File: src/rtl/code_lock_fsm.sv
// code_lock_fsm: BCD combination lock controller.
// Keypad strobes build a DIGITS-wide BCD entry. A submit compares it with the
// stored code. A match opens the lock for OPEN_SECS ticks. Repeated mismatches
// start a timed lockout. While open, setpw enters programming mode, and a
// submit in that mode stores the entry as the new code. Every output is taken
// straight from a register.
module code_lock_fsm #(
    parameter int                  DIGITS       = 4,
    parameter int                  TICK_DIV     = 50000000,
    parameter int                  OPEN_SECS    = 5,
    parameter int                  MAX_FAIL     = 3,
    parameter int                  LOCKOUT_SECS = 10,
    parameter logic [4*DIGITS-1:0] DEFAULT_CODE = '0
) (
    input  logic                  clk,
    input  logic                  rst,
    input  logic [DIGITS-1:0]     inc,
    input  logic                  clr,
    input  logic                  submit,
    input  logic                  setpw,
    output logic [4*DIGITS-1:0]   entry,
    output logic                  unlocked,
    output logic                  locked_out,
    output logic [3:0]            countdown,
    output logic [3:0]            fail_cnt,
    output logic                  ok_pulse,
    output logic                  err_pulse
);

    localparam int             PW        = (TICK_DIV > 1) ? $clog2(TICK_DIV) : 1;
    localparam logic [PW-1:0]  PRESC_MAX = PW'(TICK_DIV - 1);
    localparam logic [3:0]     OPEN_CNT  = 4'(OPEN_SECS);
    localparam logic [3:0]     LOCK_CNT  = 4'(LOCKOUT_SECS);
    localparam logic [3:0]     FAIL_MAX  = 4'(MAX_FAIL);

    typedef enum logic [1:0] {
        S_LOCKED  = 2'd0,
        S_OPEN    = 2'd1,
        S_PROG    = 2'd2,
        S_LOCKOUT = 2'd3
    } state_t;

    state_t                state_q;
    logic [4*DIGITS-1:0]   code_q;
    logic [4*DIGITS-1:0]   entry_q;
    logic [4*DIGITS-1:0]   entry_d;
    logic [PW-1:0]         presc_q;
    logic [3:0]            count_q;
    logic [3:0]            fail_q;
    logic                  unlocked_q;
    logic                  locked_out_q;
    logic                  ok_q;
    logic                  err_q;
    logic                  tick;

    // One BCD digit step: 9 wraps back to 0.
    function automatic logic [3:0] bcd_inc(input logic [3:0] d);
        return (d == 4'd9) ? 4'd0 : d + 4'd1;
    endfunction

    assign tick = (presc_q == PRESC_MAX);

    // Keypad edit of the entry: clr wins, otherwise every strobed digit steps.
    always_comb begin
        entry_d = entry_q;
        if (clr) begin
            entry_d = '0;
        end else begin
            for (int i = 0; i < DIGITS; i++) begin
                if (inc[i]) begin
                    entry_d[4*i +: 4] = bcd_inc(entry_q[4*i +: 4]);
                end
            end
        end
    end

    // Lock state machine with prescaler, countdown, failure counter and outputs.
    // Every state change also restarts the prescaler, so a new state always
    // starts with a full tick.
    always_ff @(posedge clk or negedge rst) begin
        if (!rst) begin
            state_q      <= S_LOCKED;
            code_q       <= DEFAULT_CODE;
            entry_q      <= '0;
            presc_q      <= '0;
            count_q      <= 4'd0;
            fail_q       <= 4'd0;
            unlocked_q   <= 1'b0;
            locked_out_q <= 1'b0;
            ok_q         <= 1'b0;
            err_q        <= 1'b0;
        end else begin
            ok_q    <= 1'b0;
            err_q   <= 1'b0;
            presc_q <= tick ? '0 : presc_q + PW'(1);
            case (state_q)
                S_LOCKED: begin
                    if (submit) begin
                        // The check uses the entry as it stood before this cycle's keys.
                        entry_q <= '0;
                        if (entry_q == code_q) begin
                            state_q    <= S_OPEN;
                            presc_q    <= '0;
                            count_q    <= OPEN_CNT;
                            fail_q     <= 4'd0;
                            unlocked_q <= 1'b1;
                            ok_q       <= 1'b1;
                        end else begin
                            fail_q <= fail_q + 4'd1;
                            err_q  <= 1'b1;
                            if (fail_q + 4'd1 == FAIL_MAX) begin
                                state_q      <= S_LOCKOUT;
                                presc_q      <= '0;
                                count_q      <= LOCK_CNT;
                                locked_out_q <= 1'b1;
                            end
                        end
                    end else begin
                        entry_q <= entry_d;
                    end
                end
                S_OPEN, S_PROG: begin
                    // Priority: submit, then window expiry, then the setpw level.
                    if (submit || (tick && count_q == 4'd1)) begin
                        if (submit && state_q == S_PROG) begin
                            code_q <= entry_q;
                            ok_q   <= 1'b1;
                        end
                        state_q    <= S_LOCKED;
                        presc_q    <= '0;
                        count_q    <= 4'd0;
                        entry_q    <= '0;
                        unlocked_q <= 1'b0;
                    end else begin
                        entry_q <= entry_d;
                        if (tick) begin
                            count_q <= count_q - 4'd1;
                        end
                        if (state_q == S_OPEN && setpw) begin
                            state_q <= S_PROG;
                            presc_q <= '0;
                        end else if (state_q == S_PROG && !setpw) begin
                            state_q <= S_OPEN;
                            presc_q <= '0;
                        end
                    end
                end
                S_LOCKOUT: begin
                    // Keys and submit are ignored until the penalty ends.
                    if (tick) begin
                        if (count_q == 4'd1) begin
                            state_q      <= S_LOCKED;
                            presc_q      <= '0;
                            count_q      <= 4'd0;
                            fail_q       <= 4'd0;
                            entry_q      <= '0;
                            locked_out_q <= 1'b0;
                        end else begin
                            count_q <= count_q - 4'd1;
                        end
                    end
                end
                default: begin
                    state_q <= S_LOCKED;
                end
            endcase
        end
    end

    assign entry      = entry_q;
    assign unlocked   = unlocked_q;
    assign locked_out = locked_out_q;
    assign countdown  = count_q;
    assign fail_cnt   = fail_q;
    assign ok_pulse   = ok_q;
    assign err_pulse  = err_q;

endmodule

File: config.mk
export PLATFORM = sky130hd
export DESIGN_NAME = code_lock_fsm
export DESIGN_NICKNAME = d
export VERILOG_FILES = /design/src/rtl/code_lock_fsm.sv
export SDC_FILE = /design/constraint.sdc
export NUM_CORES = 1
export LEC_CHECK = 0
export CORE_MARGIN = 3
export CORE_UTILIZATION = 57
export DETAILED_ROUTE_END_ITERATION = 12
export HOLD_SLACK_MARGIN = 0.08
export PLACE_DENSITY = 0.79
export SYNTH_ARGS = -nofsm -noshare
export SYNTH_HDL_FRONTEND = slang
export SYNTH_SLANG_ARGS = --single-unit
File: constraint.sdc
create_clock -name clk -period 2.99 [get_ports clk]
set_clock_uncertainty 0.1 [all_clocks]
set_input_delay 0.7475 -clock clk [delete_from_list [all_inputs] [get_ports clk]]
set_output_delay 0.7475 -clock clk [all_outputs]
set_load 0.05 [all_outputs]
# Word-level counts from Yosys, hierarchy flattened
# Cells that the tools add are included.
[totals]
regBits = 72
inputBits = 9
output_inout_bits = 28
word_cells = 119
[classes]
addsub = 7
n_eq_ne = 21
n_mux = 64
n_reduce_logical = 17
[op_table]
columns = ["operator", "count"]
rows = [
  ["2-to-1 mux 26 bit", 9],
  ["2-to-1 mux 16 bit", 5],
  ["case mux 26 bit (3 select lines)", 1],
  ["2-to-1 mux 4 bit", 19],
  ["case mux 16 bit (3 select lines)", 1],
  ["adder 26 x 1 -> 26 bit (second input constant)", 1],
  ["== test 26 bit (second input constant)", 1],
  ["adder 4 x 1 -> 4 bit (second input constant)", 5],
  ["== test 16 bit", 1],
  ["== test 4 bit (second input constant)", 4],
  ["2-to-1 mux 2 bit", 8],
  ["2-to-1 mux 1 bit", 15],
  ["inequality test 2 bit (second input constant)", 7],
  ["case mux 4 bit (3 select lines)", 1],
  ["AND reduction 4 bit", 3],
  ["case mux 4 bit (2 select lines)", 1],
  ["inequality test 3 bit (second input constant)", 2],
  ["case mux 1 bit (2 select lines)", 3],
  ["case mux 2 bit (3 select lines)", 1],
  ["AND reduction 6 bit", 1],
  ["AND reduction 5 bit", 1],
  ["== test 2 bit (second input constant)", 2],
  ["== test 4 x 1 -> 1 bit (second input constant)", 1],
  ["== test 4 x 2 -> 1 bit (second input constant)", 1],
  ["11 further kinds", 15],
]

# Logic depth before layout (Yosys ltp)
[depth]
depth_word = 6
depth_mapped = 11
mapped_depth_nobuf = 8

# Worst setup path before layout
# OpenSTA, ideal clock, no wires.
[synth_timing]
kind = "reg-to-reg"
startpoint = "register count_q[0], in the netlist countdown[0]"
endpoint = "register entry_q[10], in the netlist entry[10]"
setup_time_ns = 0.077
arrival_time_ns = 2.889
required_ns = 2.813
slack_ns = -0.076
path_stages_with_launch = 11
n_path_buf = 3
synth_period_minus_slack_ns = 3.066
cell_sequence = "dfrtp_1 > ha_1 > or3b_1 > or4_1 > buf_2 > o21a_1 > buf_6 > a211o_1 > buf_6 > or3_1 > o21ai_1"
[synth_via]
elab_chain_len = 5
elab_cells_between_ends = 7
cone_classes = "eq/ne (2); mux (2); reduce/logical (3)"
[synth_lines]
columns = ["element", "line_no", "text"]
rows = [
  ["start, declared", "48", "logic [3:0] count_q;"],
  ["start signal, assigned", "137", "count_q <= count_q - 4'd1;"],
  ["start signal, assigned", "159", "count_q <= count_q - 4'd1;"],
  ["== test 4 x 1 -> 1 bit *", "124, 151", ""],
  ["logical AND 1 bit", "124", "if (submit || (tick && count_q == 4'd1)) begin"],
  ["logical OR 1 bit", "124", ""],
  ["2-to-1 mux 16 bit", "124", ""],
  ["case mux 16 bit (3 select lines)", "96", "case (state_q)"],
  ["end signal, assigned", "119", "entry_q <= entry_d;"],
  ["end signal, assigned", "135", "entry_q <= entry_d;"],
  ["end, declared", "45", "logic [4*DIGITS-1:0] entry_q;"],
]
# Every way passes the cells marked *; elsewhere a longest branch is shown, timed or not.
# A chain may end at the register's enable or synchronous reset.

# Worst setup path in the final report
[layout_timing]
startpoint = "register count_q[1], in the netlist countdown[1]"
endpoint = "register entry_q[6], in the netlist entry[6]"
# The elaborated chain is that of the path after synthesis.

==> results by group <==
Final layout
  – Share of layout cells above drive strength 1: 8.994%
  – Area Overhead vs Synth: 16.90%
  – Final Net Count: 481
  – Antenna diodes: 0
  – Layout Utilization: 70.09%
  – Design area: 4527 sq um

Synthesis
  – Synth top area cells: dfrtp_1 (47%), xor2_1 (7.2%), nor2_1 (4.3%), nand2_1 (3.8%), o21ai_0 (3.7%)
  – Seq/Total Area, Yosys: 46.53%
  – Most used DFF post-synth: dfrtp_1
  – Syn Nets: 434
  – Cells after Synth: 416
  – Synthesis-stage register bit count: 72
  – Top cell type's share of synthesized area: 46.53%
  – Post-synth EDFFs: 0
  – Post-synthesis cell area: 3872 sq um
  – Syn Area/Cell: 9.309 sq um
  – Syn. warnings: 0
  – Post-synth ARST share: 100.0%
  – Top cell type by total area after synthesis: dfrtp_1
  – Synth cell count leaders: dfrtp_1 (72), nor2_1 (44), nand2_1 (39)
  – Cell variety after synth: 45
  – Most common cell in the netlist: dfrtp_1

Setup path
  – Worst reg-to-reg setup slack: 0.12 ns
  – R2R depth: 9
  – Worst reg2reg path startpoint: countdown[1]$_DFFE_PN0P_
  – Crit Path Class: reg2reg
  – Critical Path Sink Type: register
  – CP Launch Type: register
  – CP max stage cell: or4_4
  – Crit-path cells: inv_1 -> ha_1 -> or3b_1 -> or4_4 -> o21a_1 -> a211o_1 -> buf_4 -> or3_1 -> o21ai_1
  – Delay-heaviest family, CP: simple AND/OR/NAND/NOR gates
  – Worst EP required: 3.16 ns
  – Capturing point of the worst reg2reg path: entry[6]$_DFFE_PN0P_
  – Crit-path max FO: 7
  – Slowest stage delay, CP: 0.46 ns
  – CP bufs+invs: 2
  – WP data arrival: 3.04 ns

Timing
  – Fmax: 0.3488 GHz
  – Fin. Hold Viols: 0
  – Final setup violating endpoints: 0
  – Final Cycle Share: 95.87%
  – RSZ-0062 raised after global routing: no
  – Hold_ws: 0.2969 ns
  – Final Max Tran Viols: 0
  – Final TNS setup: 0 ns
  – Actual slew at the worst max-slew pin: 0.7211 ns
  – Relative max-transition margin: 51.93%
  – Fin crit period: 2.867 ns

Power
  – Switch Pwr: 1580 uW
  – Sequential share of power: 34.2%
  – P_leak: 0.002053 uW
  – Switch share: 43.32%
  – Clock power share: 19.2%
  – Int Pwr: 2067 uW
  – VDD IR max: 0.4948 mV
  – Comb power frac: 46.6%
  – Pwr/cell area: 805.5 nW/um^2

Route
  – 1st-iter DRT viols: 203
  – Via count: 3204
  – Pre-antenna DRT Iters: 4
  – WL per Instance: 15.85 um
  – Final wirelength: 8623 um
  – Antenna-violating nets left: 0
  – Residual DRC: 0
  – Via/cell ratio: 5.890

GRT
  – Initial antenna violation count: 0
  – Vias in the first global route: 3102
  – Largest net degree at the start of global routing: 27
  – GRT Total Usage: 24.46%
  – Total gr overflow: 0
  – First-pass GRT wire length: 14840 um

Clocking
  – CTS tree: done
  – Clk pin slew, worst setup/hold paths: 0.07 ns
  – Clock root buffer: clkbuf_8
  – H-Tree Depth: 3
  – Clock Path Buffers: 2
  – Clk sinks: 72
  – Total CTS buffers: 9
  – Postcts setup bufs: 0
  – Clock latency on the worst-skew pair: 0.34 ns

Die
  – Starting Density: 59.96%
  – Top-Level Pins: 37
  – Num rows: 29
  – Die span in y: 88.43 um
  – Core area: 6459 sq um
  – Chip Width: 88.43 um
  – Die area: 7819 sq um

Placement
  – Placed cell area: 4350 sq um
  – # port buffers: 36
  – RePlAce Congestion: 0.8835
  – Post-detail-place hpwl: 6102 um

Outcome
  – Status: completed

Worst hold path
  – Worst Hold Class: in2async

Flow run
  – Max_cap viols: 0
-- kinds of logic (layout without fill, tap and decap cells) --
kind of cell / Yosys count / after routing / share of synthesized area (%)
adders and majority gates: 9 / 9 / 2.908
AOI/OAI and AO/OA: 83 / 83 / 12.54
DFF: 72 / 72 / 46.53
and+or+nand+nor: 168 / 168 / 22.10
xor gates and xnor gates: 42 / 42 / 9.499
muxes: 10 / 10 / 2.876
buffers and inverters: 32 / 83 / 3.554
-- through the flow --
step / cells / power [uW] / setup WS (ns)
2_1_floorplan: 416 / 2439 / 0.07593
3_3_place_gp: 529 / 2902 / 0.1808
5_1_grt: 544 / 3904 / 0.01163
4_1_cts: 544 / 3651 / 0.07861
3_5_place_dp: 529 / 2949 / 0.08942
6_report: 544 / 3646 / 0.1234
-- routing by layer --
metal  GRT usage [%]  up-vias  routed length, um
met4           9.753        0                146
met1           34.90     1543               3982
met2           36.71      102               3984
li1                -     1545                  -
met3           5.028       14                510
met5               0        -                  0
-- worst max path at each step --
stage	start	to	slack (ns)	depth (start not counted)
after floorplan	countdown[1]$_DFFE_PN0P_	entry[10]$_DFFE_PN0P_	0.08	11
after global placement	countdown[1]$_DFFE_PN0P_	entry[2]$_DFFE_PN0P_	0.18	9
after detailed placement	countdown[1]$_DFFE_PN0P_	entry[6]$_DFFE_PN0P_	0.09	9
after CTS	countdown[1]$_DFFE_PN0P_	entry[6]$_DFFE_PN0P_	0.08	9
after global routing	countdown[1]$_DFFE_PN0P_	entry[2]$_DFFE_PN0P_	0.01	9
final	countdown[1]$_DFFE_PN0P_	entry[6]$_DFFE_PN0P_	0.12	9
-- registers in the layout, indices dropped and copies added (netlist names) --
signal and count:
unlocked 1, presc_q 26, state_q 2, ok_pulse 1
fail_cnt 4, entry 16, err_pulse 1, countdown 4
code_q 16, locked_out 1
-- cell usage in the layout, fill, tap and decap left out, drive strengths merged, types with 3 or more instances in the layout --
cell	count
nor2b	5
nand2	39
and4	4
xnor2	10
or3	9
clkbuf	12
o22ai	7
a21oi	22
inv	21
a21o	8
ha	9
clkdlybuf4s50	35
o31a	3
nor3b	8
o21ai	33
a31oi	3
xor2	32
nor3	10
and2	4
nor2	44
buf	12
and3	3
nand3	13
mux2	9
dfrtp	72
nand4	7
nor4	9
-- power by group through the flow --
stage	clock [uW]	sequential, uW	combinational [uW]
6_report	699	1250	1700
5_1_grt	760	1270	1880
4_1_cts	713	1250	1690
3_5_place_dp	0	1270	1680
3_3_place_gp	0	1260	1650
2_1_floorplan	0	1510	931
-- area by class of cell --
class | instances | area, sq um
inverter | 21 | 78.83
timing repair buffer | 47 | 437.9
clock buffer | 12 | 155.1
multi-input combinational | 312 | 1937
sequential | 72 | 1804
tap | 77 | 96.34
clock inverter | 3 | 17.52
fill | 485 | 1932
-- repair_timing --
item                                    CTS  global route
hold buffers                              0             0
endpoints found under the setup margin    0             5
gates resized for setup                   0             1
(Power assumes the default switching activity.)
